===== config.mk =====
export PLATFORM = sky130hd
export DESIGN_NAME = uart_rx_core_flat
export DESIGN_NICKNAME = d
export VERILOG_FILES = /design/src/rtl/uart_rx_core_if.sv /design/src/rtl/uart_rx_core.sv /design/src/flat_wrapper.sv
export SDC_FILE = /design/constraint.sdc
export NUM_CORES = 1
export LEC_CHECK = 0
export CORE_ASPECT_RATIO = 0.7
export CORE_MARGIN = 8
export CORE_UTILIZATION = 59
export CTS_CLUSTER_DIAMETER = 200
export CTS_CLUSTER_SIZE = 28
export DETAILED_ROUTE_END_ITERATION = 12
export MAX_ROUTING_LAYER = met4
export PLACE_DENSITY = 0.83
export SYNTH_ARGS = -nofsm -noshare
export SYNTH_HDL_FRONTEND = slang
export SYNTH_SLANG_ARGS = --single-unit

===== constraint.sdc =====
create_clock -name clk -period 3.45 [get_ports clk]
set_input_delay 0.345 -clock clk [delete_from_list [all_inputs] [get_ports clk]]
set_output_delay 0.345 -clock clk [all_outputs]
set_load 0.05 [all_outputs]

===== src/rtl/uart_rx_core_if.sv =====
// Bus-side signal bundle for the UART receiver.
//   rx_read   : one-cycle pulse from the bus; consumes the byte, clears status
//   rx_data   : last correctly framed byte
//   rx_valid  : rx_data holds an unread byte
//   frame_err : sticky, a stop bit was sampled low
//   overrun   : sticky, a byte completed while rx_valid was set
//   busy      : receiver is not idle
// master = bus/CPU side, slave = receiver core.
interface uart_rx_core_if;
  logic       rx_read;
  logic [7:0] rx_data;
  logic       rx_valid;
  logic       frame_err;
  logic       overrun;
  logic       busy;

  modport master (
    output rx_read,
    input  rx_data, rx_valid, frame_err, overrun, busy
  );

  modport slave (
    input  rx_read,
    output rx_data, rx_valid, frame_err, overrun, busy
  );
endinterface


===== src/rtl/uart_rx_core.sv =====
// 8N1 UART receiver with a one-entry receive buffer and sticky error flags.
//   clk     : system clock, rising edge
//   Reset_n : synchronous active-low reset
//   rx_in   : raw serial line, idle high, asynchronous to clk
//   bus     : uart_rx_core_if.slave (rx_read in; rx_data, rx_valid,
//             frame_err, overrun, busy out)
module uart_rx_core #(
  parameter int unsigned CLKS_PER_BIT = 16,
  parameter int unsigned SYNC_STAGES  = 2
) (
  input  logic          clk,
  input  logic          Reset_n,
  input  logic          rx_in,
  uart_rx_core_if.slave bus
);

  localparam int unsigned CntW = $clog2(CLKS_PER_BIT);
  localparam logic [CntW-1:0] HalfM1 = CntW'(CLKS_PER_BIT / 2 - 1);
  localparam logic [CntW-1:0] FullM1 = CntW'(CLKS_PER_BIT - 1);

  typedef enum logic [2:0] {StIdle, StStart, StData, StStop, StBreak} state_e;

  state_e                 state_q, state_d;
  logic [SYNC_STAGES-1:0] sync_q, sync_d;
  logic [CntW-1:0]        cnt_q, cnt_d;
  logic [2:0]             bit_idx_q, bit_idx_d;
  logic [7:0]             shift_q, shift_d;
  logic [7:0]             rx_data_q, rx_data_d;
  logic                   rx_valid_q, rx_valid_d;
  logic                   frame_err_q, frame_err_d;
  logic                   overrun_q, overrun_d;
  logic                   rxs;
  logic                   byte_done;
  logic                   frame_fail;

  assign rxs = sync_q[SYNC_STAGES-1];

  always_ff @(posedge clk) begin
    if (!Reset_n) begin
      state_q     <= StIdle;
      sync_q      <= '1;
      cnt_q       <= '0;
      bit_idx_q   <= '0;
      shift_q     <= '0;
      rx_data_q   <= '0;
      rx_valid_q  <= 1'b0;
      frame_err_q <= 1'b0;
      overrun_q   <= 1'b0;
    end else begin
      state_q     <= state_d;
      sync_q      <= sync_d;
      cnt_q       <= cnt_d;
      bit_idx_q   <= bit_idx_d;
      shift_q     <= shift_d;
      rx_data_q   <= rx_data_d;
      rx_valid_q  <= rx_valid_d;
      frame_err_q <= frame_err_d;
      overrun_q   <= overrun_d;
    end
  end

  always_comb begin
    state_d     = state_q;
    sync_d      = {sync_q[SYNC_STAGES-2:0], rx_in};
    cnt_d       = cnt_q;
    bit_idx_d   = bit_idx_q;
    shift_d     = shift_q;
    rx_data_d   = rx_data_q;
    rx_valid_d  = rx_valid_q;
    frame_err_d = frame_err_q;
    overrun_d   = overrun_q;
    byte_done   = 1'b0;
    frame_fail  = 1'b0;

    unique case (state_q)
      StIdle: begin
        if (!rxs) begin
          state_d = StStart;
          cnt_d   = '0;
        end
      end
      StStart: begin
        // Half a bit in: re-check the line so short glitches are rejected.
        if (cnt_q == HalfM1) begin
          cnt_d = '0;
          if (rxs) begin
            state_d = StIdle;
          end else begin
            state_d   = StData;
            bit_idx_d = '0;
          end
        end else begin
          cnt_d = cnt_q + 1'b1;
        end
      end
      StData: begin
        if (cnt_q == FullM1) begin
          cnt_d   = '0;
          shift_d = {rxs, shift_q[7:1]};
          if (bit_idx_q == 3'd7) begin
            state_d = StStop;
          end else begin
            bit_idx_d = bit_idx_q + 3'd1;
          end
        end else begin
          cnt_d = cnt_q + 1'b1;
        end
      end
      StStop: begin
        if (cnt_q == FullM1) begin
          cnt_d = '0;
          if (rxs) begin
            byte_done = 1'b1;
            state_d   = StIdle;
          end else begin
            frame_fail = 1'b1;
            state_d    = StBreak;
          end
        end else begin
          cnt_d = cnt_q + 1'b1;
        end
      end
      StBreak: begin
        // Hold here while the line stays low so a break never yields frames.
        if (rxs) begin
          state_d = StIdle;
        end
      end
      default: state_d = StIdle;
    endcase

    if (bus.rx_read) begin
      rx_valid_d  = 1'b0;
      frame_err_d = 1'b0;
      overrun_d   = 1'b0;
    end
    // A completing byte beats a simultaneous read; the read still counts as
    // consuming the old byte, so no overrun in that case.
    if (byte_done) begin
      rx_data_d  = shift_q;
      rx_valid_d = 1'b1;
      if (rx_valid_q && !bus.rx_read) begin
        overrun_d = 1'b1;
      end
    end
    if (frame_fail) begin
      frame_err_d = 1'b1;
    end
  end

  assign bus.rx_data   = rx_data_q;
  assign bus.rx_valid  = rx_valid_q;
  assign bus.frame_err = frame_err_q;
  assign bus.overrun   = overrun_q;
  assign bus.busy      = (state_q != StIdle);

endmodule


===== src/flat_wrapper.sv =====
// flat-port wrapper written by rule: the top's interface ports become plain ports
module uart_rx_core_flat 
#(
  parameter int unsigned CLKS_PER_BIT = 16,
  parameter int unsigned SYNC_STAGES  = 2
)
  (clk, Reset_n, rx_in, bus_rx_read, bus_rx_data, bus_rx_valid, bus_frame_err, bus_overrun, bus_busy);
  uart_rx_core_if bus_i ();
  input  logic clk;
  input  logic Reset_n;
  input  logic rx_in;
  input wire logic [$bits(bus_i.rx_read)-1:0] bus_rx_read;
  output wire logic [$bits(bus_i.rx_data)-1:0] bus_rx_data;
  output wire logic [$bits(bus_i.rx_valid)-1:0] bus_rx_valid;
  output wire logic [$bits(bus_i.frame_err)-1:0] bus_frame_err;
  output wire logic [$bits(bus_i.overrun)-1:0] bus_overrun;
  output wire logic [$bits(bus_i.busy)-1:0] bus_busy;
  assign bus_i.rx_read = bus_rx_read;
  assign bus_rx_data = bus_i.rx_data;
  assign bus_rx_valid = bus_i.rx_valid;
  assign bus_frame_err = bus_i.frame_err;
  assign bus_overrun = bus_i.overrun;
  assign bus_busy = bus_i.busy;
  uart_rx_core #(.CLKS_PER_BIT(CLKS_PER_BIT), .SYNC_STAGES(SYNC_STAGES)) u_core (.clk(clk), .Reset_n(Reset_n), .rx_in(rx_in), .bus(bus_i));
endmodule

==> results.md, run 1 <==
Run status:
- The flow ran to the end, and the final reports show no timing, DRC or antenna violations.

Power and ir drop:
- Dividing total power by cell area gives a power density of about 370 mW/mm^2.
- The leakage power of the design is 0.6278 nW.
- The worst vdd rail ir drop is 0.0002513 V.
- The total power of the final layout is between 500 and 600 uW.

Setup path:
- The kind of start point of the critical path is a flop.
- The signal on the critical path passes through inv_1 > nand2_1 > clkdlybuf4s50_1.
- Data arrives at the worst endpoint at around 1.9 ns.
- The sum of buffers and inverters on the critical path is 2.
- For the worst setup path, the data required time is 3.11 ns.
- The category of cells accounting for the largest share of critical-path delay is buffers and inverters.
- By startpoint and endpoint, the worst setup path is classified as reg2out.
- For this run, the slowest stage of the critical path takes around 0.8 ns.
- The maximum fanout encountered on the critical timing path is 11.
- STA classifies the critical path endpoint as an output pin.
- The cell type of the slowest stage on the worst timing path is sky130_fd_sc_hd__clkdlybuf4s50_1.

Finish:
- The layout overhead on the synthesized area is 11.96%.
- The multi-input combinational cells in the finished layout cover a total of ~750 sq um.
- The number of diodes added for antenna fixing is 0.
- The share of layout cells above drive strength 1 is 8.917%.
- The final-layout fill cell count is between 200 and 250.
- The design area is ~0.0016 sq mm.
- Leaving out fill and tap cells, the most frequent cell in the layout is sky130_fd_sc_hd__dfxtp_1.
- The post-layout instance count excluding filler cells is around 190.
- At the end of the flow, the number of nets in the layout was roughly 160.
- The top cell types in the final layout, fill and taps aside, are sky130_fd_sc_hd__dfxtp_1 (31), sky130_fd_sc_hd__mux2i_1 (22), sky130_fd_sc_hd__nor2b_1 (18).
- The sequential cells in the finished layout cover a total of slightly above 600 sq um.
- Cells fill 67.82% of the core in the end.

Logic synthesis:
- Counting flops with an async set or reset pin after synthesis yields a share of 0%.
- When the netlist entered floorplanning its net count stood at 150.
- After synthesis, the mean cell area works out to 10.10 sq um.
- In this run, synthesis produced a sequential element count of 31.
- The unique cell type count in the Yosys netlist is 39.
- The mapped cell area is approximately 0.0014 sq mm.
- The synthesized netlist cell count is ~140.
- The proportion of synthesized chip area in sequential cells is 42.98%.
- The count of yosys warnings during synthesis is 0.
- Yosys mapped a number of flops with a built-in enable equal to 0.
- The most used flip-flop cell after synthesis is sky130_fd_sc_hd__dfxtp_1.

Die:
- The height of the die is 57.39 um.
- The starting density of the core is 60.58%.
- In this run the horizontal extent of the chip is roughly 75 um.
- The die covers 0.004311 sq mm.
- 16 I/O pins were placed.
- The row count is 15.
- The area inside the core boundary is around 0.0024 sq mm.

Place:
- The placed instances occupy a cell area of 0.001567 sq mm.
- The estimated wirelength of the detail-placed design is around 1.8 mm.
- The number of buffers inserted by port buffering is 15.
- OpenSTA, run right after detailed placement, puts the worst setup slack at ~1.5 ns.
- The congestion estimate from routability-driven global placement came to between 0.7 and 0.8.
- After detailed placement, the design holds a cell count of between 150 and 200.

Detailed routing:
- The per-cell routed wire length is around 14 um.
- The number of detailed-route iterations in the first pass is 4.
- The via total after detailed routing is around 1000.
- After detailed routing, the number of vias per cell comes to 5.330.
- The count of nets left with antenna violations once routing finished came out at 0.
- Wires add up to approximately 2.6 mm.
- After the first detailed-routing iteration, the DRC count stood at 44.
- The residual DRC count is 0.

STA:
- For the pin with the worst max-slew slack, the measured transition is approximately 0.89 ns.
- Static timing analysis puts the maximum clock frequency at 448.2 MHz.
- The minimum clock period after layout is 2.231 ns.
- The max-slew violation count was 0.
- After layout, the worst path uses roughly 65% of the clock period.
- In the post-route analysis, the smallest setup slack over all paths is roughly 1.2 ns.
- Setup repair after global routing left no endpoint under its margin.
- Final hold analysis gives a worst-case slack of ~0.42 ns.
- The count of endpoints failing hold in the final timing report is 0.
- The worst slew slack as a fraction of its limit is 40.47%.
- Setup violations remaining at the end of the flow were counted as 0.
- The worst setup skew after layout is approximately 0.0095 ns.
- The sum of negative setup slack is 0 ns.

Hold path:
- The type of the tightest min-delay check is reg2reg.

Global route:
- The total overflow left after global routing is 0.
- The total routing resource utilization after global routing is a little over an eighth.
- The initial antenna violation count is 0.
- The via count of the first global-routing pass is 974.
- The first global-routing pass estimated 4.319 mm of wire.
- The largest net degree at the start of global routing is 34.

CTS:
- The largest buffer count on any clock path is 2.
- The insertion delay to the later sink of the worst-skew pair is 0.33 ns.
- The H-tree generated during clock tree synthesis spans 2 levels.
- The tree built by TritonCTS fans out to 31 sinks.
- Buffers inserted during clock tree synthesis total 5.
- After clock tree synthesis, the clock-pin slew on the worst setup and hold paths is 0.09 ns.
- The buffers inserted during post-CTS setup optimization is 0.
- The number of gates given a new drive strength after cts is 0.
- The CTS tree is yes.
- The tree is rooted in a sky130_fd_sc_hd__clkbuf_4.
- The hold buffer count at CTS is 0.

Job:
- Max-cap violations in this run came to 0.
kinds of logic after synthesis:
| kind of cell | count (synthesis) | synth area share [%] |
|---|---|---|
| XOR/XNOR | 2 | 1.213 |
| buffers and inverters | 11 | 5.372 |
| AND/OR/NAND/NOR | 56 | 22.27 |
| multiplexers | 23 | 16.03 |
| flip-flops | 31 | 42.98 |
| adder cells (fa/ha/maj) | 3 | 2.600 |
| AO/OA/AOI/OAI | 17 | 9.533 |
layout make-up:
cell class	count	share of cell area, %
clock inverter	1	0.3096
inverter	2	0.4644
timing repair buffer	15	9.288
tap	34	2.632
multi-input combinational	101	46.13
sequential	31	38.39
clock buffer	7	2.786
report_power, final:
part | internal [mW] | switching [mW] | total (mW)
Sequential | 0.360 | 0.00339 | 0.364
Combinational | 0.0152 | 0.0165 | 0.0318
Clock | 0.0793 | 0.118 | 0.197
cells in the mapped netlist, types with 2 or more instances:
cell | count | share of area, %
sky130_fd_sc_hd__nand3_1 | 2 | 0.69
sky130_fd_sc_hd__nor2b_1 | 18 | 7.8
sky130_fd_sc_hd__mux2i_1 | 22 | 15
sky130_fd_sc_hd__nand3b_1 | 2 | 1.0
sky130_fd_sc_hd__nor2_1 | 5 | 1.3
sky130_fd_sc_hd__xor2_1 | 2 | 1.2
sky130_fd_sc_hd__a21oi_1 | 2 | 0.69
sky130_fd_sc_hd__nand2b_1 | 5 | 2.2
sky130_fd_sc_hd__a21boi_0 | 2 | 1.0
sky130_fd_sc_hd__ha_1 | 3 | 2.6
sky130_fd_sc_hd__clkbuf_1 | 4 | 1.0
sky130_fd_sc_hd__nand2_1 | 12 | 3.1
sky130_fd_sc_hd__and2_1 | 4 | 1.7
sky130_fd_sc_hd__o21ai_0 | 3 | 1.0
sky130_fd_sc_hd__dfxtp_1 | 31 | 43
sky130_fd_sc_hd__buf_6 | 2 | 1.6
sky130_fd_sc_hd__inv_1 | 2 | 0.52
path summary, 6_finish.rpt:
| kind | startpoint | to | slack, ns | cells past startpoint |
|---|---|---|---|---|
| worst max-delay path | u_core.state_q[1]$_SDFFE_PN0P_ | bus_busy | 1.22 | 3 |
| worst min-delay path | u_core.sync_q[0]$_SDFF_PN1_ | u_core.sync_q[1]$_SDFF_PN1_ | 0.42 | 1 |
| worst max register to register | u_core.cnt_q[0]$_SDFFE_PN0P_ | u_core.bus.rx_data[7]$_SDFFE_PN0P_ | 1.61 | 5 |
| worst min register to register | u_core.sync_q[0]$_SDFF_PN1_ | u_core.sync_q[1]$_SDFF_PN1_ | 0.42 | 1 |
registers in the layout, summed over array words and instances, names as in the netlist:
register and flops:
u_core.bit_idx_q 3, u_core.bus.frame_err 1, u_core.shift_q 8, u_core.bus.rx_data 8, u_core.cnt_q 4, u_core.sync_q 2
u_core.bus.overrun 1, u_core.bus.rx_valid 1, u_core.state_q 3
routing by layer:
metal / global-route usage, % / share of wire (%) / vias up
li1: - / - / 516
met1: 15.54 / 47 / 475
met2: 19.66 / 45 / 20
met3: 4.720 / 5.0 / 7
met4: 8.333 / 2.4 / 0
met5: - / 0 / -
(Power assumes the default switching activity.)
==> run 2, diff against run 1 <==
- CORE_UTILIZATION: 59 -> 54
- PLACE_DENSITY: 0.83 -> 0.77
- clock period: 3.45 -> 2.1 ns (I/O delays scaled with it)
==> results.md, run 2 (synthesis gave the netlist of run 1 again) <==
Run status:
- The run finished with clean final reports.

STA:
- For this run, the top clock speed supported by timing is around 500 MHz.
- The worst-margin pin slew came to 0.5059 ns (-0.3843 ns).
- The worst slew slack as a fraction of its limit was 66.17% (+26 points).
- After layout, the worst path uses about 96% of the clock period.
- Setup repair after global routing left no endpoint under its margin.
- The minimum clock period after layout is 2.006 ns.
- The sum of negative setup slack came to 0 ns (unchanged).
- The max-slew violation count is 0 (unchanged).
- The final setup violation count is 0 (unchanged).
- The count of endpoints failing hold in the final timing report is 0 (unchanged).
- The worst setup skew after layout is 0.004426 ns (-0.005097 ns).

Global route:
- The via count of the first global-routing pass is 961 (-1.3%).
- The total routing resource utilization after global routing is 13.19% (-0.36 points).
- The initial antenna violation count came to 0 (unchanged).
- The first-pass GRT wire length came to 4.581 mm (+6.1%).
- The leftover overflow at the end of global routing was 0 (unchanged).
- The largest net degree at the start of global routing is 23 (-32%).

Finish:
- The final-layout fill cell count is 201 (-4.7%).
- The total area of multi-input combinational cells came to 745.7 sq um (unchanged).
- The final net count is 166 (+1.8%).
- The number of diodes added for antenna fixing was 0 (unchanged).
- The flip-flop and latch area came to 620.6 sq um (unchanged).
- The final cell utilization of the core was 67.17% (-0.65 points).
- The most common cell after layout, fill and taps aside is sky130_fd_sc_hd__dfxtp_1.
- From synthesis to final layout, the design area changed by 16.12%.
- Leaving out fill and tap cells, the most frequent cells in the layout are sky130_fd_sc_hd__dfxtp_1 (31), sky130_fd_sc_hd__mux2i_1 (22), sky130_fd_sc_hd__nor2b_1 (18).
- The share of layout cells above drive strength 1 was 11.32% (+2.4 points).

Setup path:
- The critical path is of the reg2out type.
- The arrival time at the worst endpoint is 1.80 ns (-0.09 ns).
- The data required time at the worst endpoint came to 1.89 ns (-1.22 ns).
- The maximum cell stage delay along the critical path came to 0.80 ns (about the same).
- The category of the worst setup path capture point is an output pin.
- The maximum fanout encountered on the critical timing path is 11 (unchanged).
- The cell type of the slowest stage on the worst timing path is sky130_fd_sc_hd__clkdlybuf4s50_1.
- The sum of buffers and inverters on the critical path was 2 (unchanged).
- The category of cells accounting for the largest share of critical-path delay is buffers and inverters.
- The critical path goes through inv_1 > nand2_1 > clkdlybuf4s50_1.
- The worst setup path is launched from a flop.

Die:
- The number of ports placed on the die boundary is 16 (unchanged).
- The overall die area came to 0.004611 sq mm (+7.0%).
- The height of the die is 59.27 um (+3.3%).
- The starting density of the core is 57.84% (-2.7 points).
- The overall die width is 77.81 um (+3.6%).
- The area inside the core boundary came to 0.002496 sq mm (+4.7%).
- The row count is 15 (unchanged).

Job:
- The max-cap violation count is 0 (unchanged).

Detailed routing:
- The post-detailed-route via-to-cell ratio is 5.269 (-1.1%).
- The number of detailed-route iterations in the first pass came to 4 (unchanged).
- The via total after detailed routing is 1017 (-0.098%).
- The total routed wirelength came to 2.803 mm (+6.0%).
- The number of nets still failing antenna checks after routing was 0 (unchanged).
- The DRC marker count from the first detailed-route iteration is 67 (+52%).
- The residual DRC count is 0 (unchanged).
- The per-cell routed wire length is 14.52 um (+4.9%).

CTS:
- TritonCTS built the clock tree.
- The largest buffer count on any clock path is 2 (unchanged).
- The number of buffers added by the clock tree synthesis step is 5 (unchanged).
- The insertion delay to the later sink of the worst-skew pair is 0.28 ns (-0.05 ns).
- Clock tree synthesis selected as its root buffer the cell sky130_fd_sc_hd__clkbuf_8.
- The hold buffer count at CTS is 0 (unchanged).
- The number of H-tree branching levels is 2 (unchanged).
- The number of gates given a new drive strength after cts came to 0 (unchanged).
- The clock edge transition at the registers on the reported setup and hold paths was 0.06 ns (-0.03 ns).
- The buffers inserted during post-CTS setup optimization was 0 (unchanged).
- The number of sinks driven by the clock tree is 31 (unchanged).

Power and ir drop:
- The switching share of power is 21.43% (-1.8 points).
- The internal power consumption is 876.0 uW (+93%).
- The switching power summed over all nets came to 239.0 uW (+74%).
- The cell area power density came to 665.0 mW/mm^2 (+82%).
- The leakage power of the design is 0.6593 nW (+5.0%).
- The worst vdd rail ir drop is 0.0004513 V (+80%).
- The combinational share of power is 5.0% (-0.4 points).
- The part of the total power dissipated in the clock network is 41.4% (+8.1 points).
- The register share of total power was 53.6% (-7.8 points).

Place:
- The estimated wirelength of the detail-placed design was 1.935 mm (+6.8%).
- The number of buffers inserted by port buffering was 15 (unchanged).
- The global placer's final weighted congestion is 0.8370 (+6.7%).

Hold path:
- The type of the tightest min-delay check is reg2reg.
-- run 2: cell types whose count changed in the layout (fill, tap and decap cells not counted), sizes merged --
cell    delta
buf        +3
clkbuf     -1
-- run 2: through the flow --
step | total power [mW] | instances | hold WS [ns] | setup WS [ns] | area (sq um)
after floorplan | 0.6473 | 143 | 0.2830 | 0.6129 | 1444
after global placement | 0.6651 | 186 | 0.3980 | 0.4293 | 1589
after detailed placement | 0.6664 | 186 | 0.4113 | 0.3978 | 1589
after CTS | 1.125 | 193 | 0.4361 | 0.09386 | 1677
after global routing | 1.157 | 193 | 0.4723 | 0.003726 | 1677
final | 1.115 | 193 | 0.4357 | 0.09390 | 1677
-- run 2: worst register-to-register path, stage by stage, from the launching register on --
cell	delay (ns)
sky130_fd_sc_hd__dfxtp_1	0.37
sky130_fd_sc_hd__ha_1	0.29
sky130_fd_sc_hd__and4_4	0.28
sky130_fd_sc_hd__nand3_1	0.07
sky130_fd_sc_hd__buf_4	0.21
sky130_fd_sc_hd__mux2i_1	0.21
sky130_fd_sc_hd__nor2b_1	0.08
-- run 2: path summary, 6_finish.rpt --
check                                               startpoint                            endpoint  slack [ns]  cells after the start
worst max-delay path            u_core.state_q[1]$_SDFFE_PN0P_                            bus_busy        0.09                      3
worst min-delay path               u_core.sync_q[0]$_SDFF_PN1_         u_core.sync_q[1]$_SDFF_PN1_        0.44                      1
worst max register to register    u_core.cnt_q[0]$_SDFFE_PN0P_  u_core.bus.rx_data[2]$_SDFFE_PN0P_        0.48                      6
worst min register to register     u_core.sync_q[0]$_SDFF_PN1_         u_core.sync_q[1]$_SDFF_PN1_        0.44                      1
-- run 2: layout make-up --
cell class,instances,area share (%)
Multi-Input combinational cell,101,44.48
Sequential cell,31,37.01
Timing Repair Buffer,18,10.30
Clock buffer,6,4.925
Tap cell,34,2.537
Inverter,2,0.4478
Clock inverter,1,0.2985
-- run 2: per-layer routing --
metal | GRT usage (%) | vias up | wire (um)
met5 | - | - | 0
met2 | 19.34 | 18 | 1219
met4 | 6.417 | 0 | 46
met3 | 4.697 | 8 | 134
li1 | - | 516 | -
met1 | 15.79 | 475 | 1402
-- run 2: power groups by stage --
stage / Sequential [mW] / Clock [mW] / Combinational (mW)
after detailed placement: 0.611 / 0 / 0.0556
after CTS: 0.598 / 0.471 / 0.0562
final: 0.598 / 0.461 / 0.0558
after floorplan: 0.608 / 0 / 0.0391
after global routing: 0.599 / 0.498 / 0.0605
after global placement: 0.611 / 0 / 0.0545
==> run 3, diff against run 2 <==
- CORE_UTILIZATION: 54 -> 61
- DONT_BUFFER_PORTS: not set -> 1
- PLACE_DENSITY: 0.77 -> not set
- PLACE_DENSITY_LB_ADDON: not set -> 0.12
==> results.md, run 3 (synthesis gave the netlist of run 1 again) <==
Run status:
- The run finished with clean final reports.

Global route:
- The first-pass GRT wire length is 4.360 mm (-4.8%).
- The via count of the first global-routing pass is 886 (-7.8%).
- The largest net degree at the start of global routing is 18 (-22%).
- The leftover overflow at the end of global routing is 0 (unchanged).
- The total routing resource utilization after global routing came to 14.00% (+0.81 points).
- The initial antenna violation count is 0 (unchanged).

STA:
- The final worst hold slack is 0.008172 ns (-0.4275 ns).
- The worst-margin pin slew is 0.5798 ns (+0.07391 ns).
- The maximum frequency from static timing analysis is 551.8 MHz (+11%).
- The count of endpoints failing hold in the final timing report was 0 (unchanged).
- The final setup violation count is 0 (unchanged).
- The minimum clock period after layout is 1.812 ns (-0.1939 ns).
- Setup repair after global routing left no endpoint under its margin.
- The worst setup skew after layout came to 0.009916 ns (+0.005491 ns).
- The share of the cycle needed by the critical path after routing was 86.29% (-9.2 points).
- The max-slew violation count is 0 (unchanged).
- The worst slew slack as a fraction of its limit came to 61.24% (-4.9 points).
- The worst-case setup margin in the final layout was 0.2878 ns (+0.1939 ns).
- The sum of negative setup slack is 0 ns (unchanged).

Finish:
- The final-layout fill cell count is 168 (-16%).
- The share of layout cells above drive strength 1 is 11.64% (+0.32 points).
- The number of diodes added for antenna fixing was 0 (unchanged).
- The final cell utilization of the core was 69.20% (+2.0 points).
- The most common cell after layout, fill and taps aside is sky130_fd_sc_hd__dfxtp_1.
- The final net count is 153 (-7.8%).
- The layout overhead on the synthesized area is 4.939%.
- Leaving out fill and tap cells, the most frequent cells in the layout are sky130_fd_sc_hd__dfxtp_1 (31), sky130_fd_sc_hd__mux2i_1 (22), sky130_fd_sc_hd__nor2b_1 (18).

CTS:
- The number of H-tree branching levels was 2 (unchanged).
- The number of buffers added by the clock tree synthesis step came to 5 (unchanged).
- The insertion delay to the later sink of the worst-skew pair is 0.34 ns (+0.06 ns).
- The largest buffer count on any clock path came to 2 (unchanged).
- The number of gates given a new drive strength after cts is 0 (unchanged).
- The clock edge transition at the registers on the reported setup and hold paths was 0.09 ns (+0.03 ns).
- The CTS tree is yes.
- The number of sinks driven by the clock tree came to 31 (unchanged).
- CTS placed an instance of sky130_fd_sc_hd__clkbuf_4 at the clock tree root.

Detailed routing:
- The DRC marker count from the first detailed-route iteration was 46 (-31%).
- The post-detailed-route via-to-cell ratio was 5.337 (+1.3%).
- The total routed wirelength came to 2.517 mm (-10%).
- The per-cell routed wire length was 14.14 um (-2.6%).
- The number of nets still failing antenna checks after routing came to 0 (unchanged).
- The via total after detailed routing is 950 (-6.6%).
- The number of detailed-route iterations in the first pass is 4 (unchanged).
- The residual DRC count is 0 (unchanged).

Setup path:
- The maximum fanout encountered on the critical timing path is 9 (-2).
- For this design, the slowest cell found on the critical path is sky130_fd_sc_hd__nand3_1.
- The arrival time at the worst endpoint is 2.04 ns (+0.24 ns).
- The register-to-register path setup slack is 0.29 ns (-0.19 ns).
- The critical path goes through ha_1 > and4_4 > nand3_1 > mux2i_1 > nor2b_1.
- The data required time at the worst endpoint is 2.33 ns (+0.44 ns).
- The sum of buffers and inverters on the critical path is 0 (-2).
- The worst setup path category is reg2reg.
- In this design, the largest share of critical-path delay is due to simple AND/OR/NAND/NOR gates.
- The maximum cell stage delay along the critical path is 0.42 ns (-0.38 ns).
- STA classifies the critical path endpoint as a flop.
- The kind of start point of the critical path is a flop.

Place:
- The number of buffers inserted by port buffering is 0 (-15).
- The placement-stage worst setup slack is 0.2898 ns (-0.1079 ns).
- The estimated wirelength of the detail-placed design is 1.734 mm (-10%).
- The global placer's final weighted congestion came to 0.8500 (+1.6%).

Die:
- The overall die width is 74.15 um (-4.7%).
- The height of the die is 56.71 um (-4.3%).
- The number of ports placed on the die boundary came to 16 (unchanged).
- The row count came to 14 (-1).
- The starting density of the core is 65.94% (+8.1 points).
- The area inside the core boundary is 0.002190 sq mm (-12%).
- The overall die area came to 0.004205 sq mm (-8.8%).

Power and ir drop:
- The total power of the final layout is 989.5 uW (-11%).
- The internal power consumption is 768.2 uW (-12%).
- The worst vdd rail ir drop is 0.0004228 V (-6.3%).
- The register share of total power is 60.4% (+6.8 points).
- The leakage power of the design came to 0.6036 nW (-8.5%).
- The part of the total power dissipated in the clock network is 35.0% (-6.4 points).
- The switching power summed over all nets was 221.3 uW (-7.4%).
- The switching share of power is 22.36% (+0.93 points).
- The cell area power density was 653.0 mW/mm^2 (-1.8%).
- The combinational share of power is 4.6% (-0.4 points).

Job:
- The max-cap violation count was 0 (unchanged).

Hold path:
- The type of the tightest min-delay check is in2reg.
[run 3: stage by stage]
| stage | instances | area (sq um) |
|---|---|---|
| detailed placement | 168 | 1429 |
| finish | 178 | 1515 |
| floorplan | 143 | 1444 |
| global route | 178 | 1515 |
| global placement | 168 | 1429 |
| CTS | 178 | 1515 |
[run 3: path summary, 6_finish.rpt]
kind,startpoint,depth (start not counted),end
worst max-delay path,u_core.cnt_q[0]$_SDFFE_PN0P_,5,u_core.bus.rx_data[1]$_SDFFE_PN0P_
worst min-delay path,Reset_n,1,u_core.shift_q[2]$_SDFFE_PN0P_
worst max register to register,u_core.cnt_q[0]$_SDFFE_PN0P_,5,u_core.bus.rx_data[1]$_SDFFE_PN0P_
worst min register to register,u_core.sync_q[0]$_SDFF_PN1_,1,u_core.sync_q[1]$_SDFF_PN1_
[run 3: power by group through the flow]
stage               combinational [mW]  sequential, mW  clock (mW)
finish                          0.0454           0.597       0.347
global route                    0.0505           0.598       0.378
CTS                             0.0456           0.597       0.360
detailed placement              0.0371           0.611           0
global placement                0.0361           0.611           0
floorplan                       0.0391           0.608           0
[run 3: routing by layer]
| layer | routed length, um | share of wire [%] | global-route usage [%] | up-vias |
|---|---|---|---|---|
| li1 | - | - | - | 496 |
| met1 | 1214 | 48 | 17.09 | 429 |
| met2 | 1079 | 43 | 18.00 | 19 |
| met3 | 191 | 7.6 | 7.965 | 6 |
| met4 | 31 | 1.2 | 5.949 | 0 |
| met5 | 0 | 0 | - | - |
[run 3: what timing repair did]
item / 4_1_cts / 5_1_grt
buffers inserted: 0 / 0
hold endpoints to repair: 18 / 0
hold buffers: 3 / 0
[run 3: area by class of cell]
type,count,area [sq um],area share (%)
Multi-Input combinational cell,101,745.7,49.22
Sequential cell,31,620.6,40.96
Clock buffer,6,51.30,3.386
Timing Repair Buffer,5,45.04,2.973
Tap cell,32,40.04,2.642
Inverter,2,7.507,0.4955
Clock inverter,1,5.005,0.3303
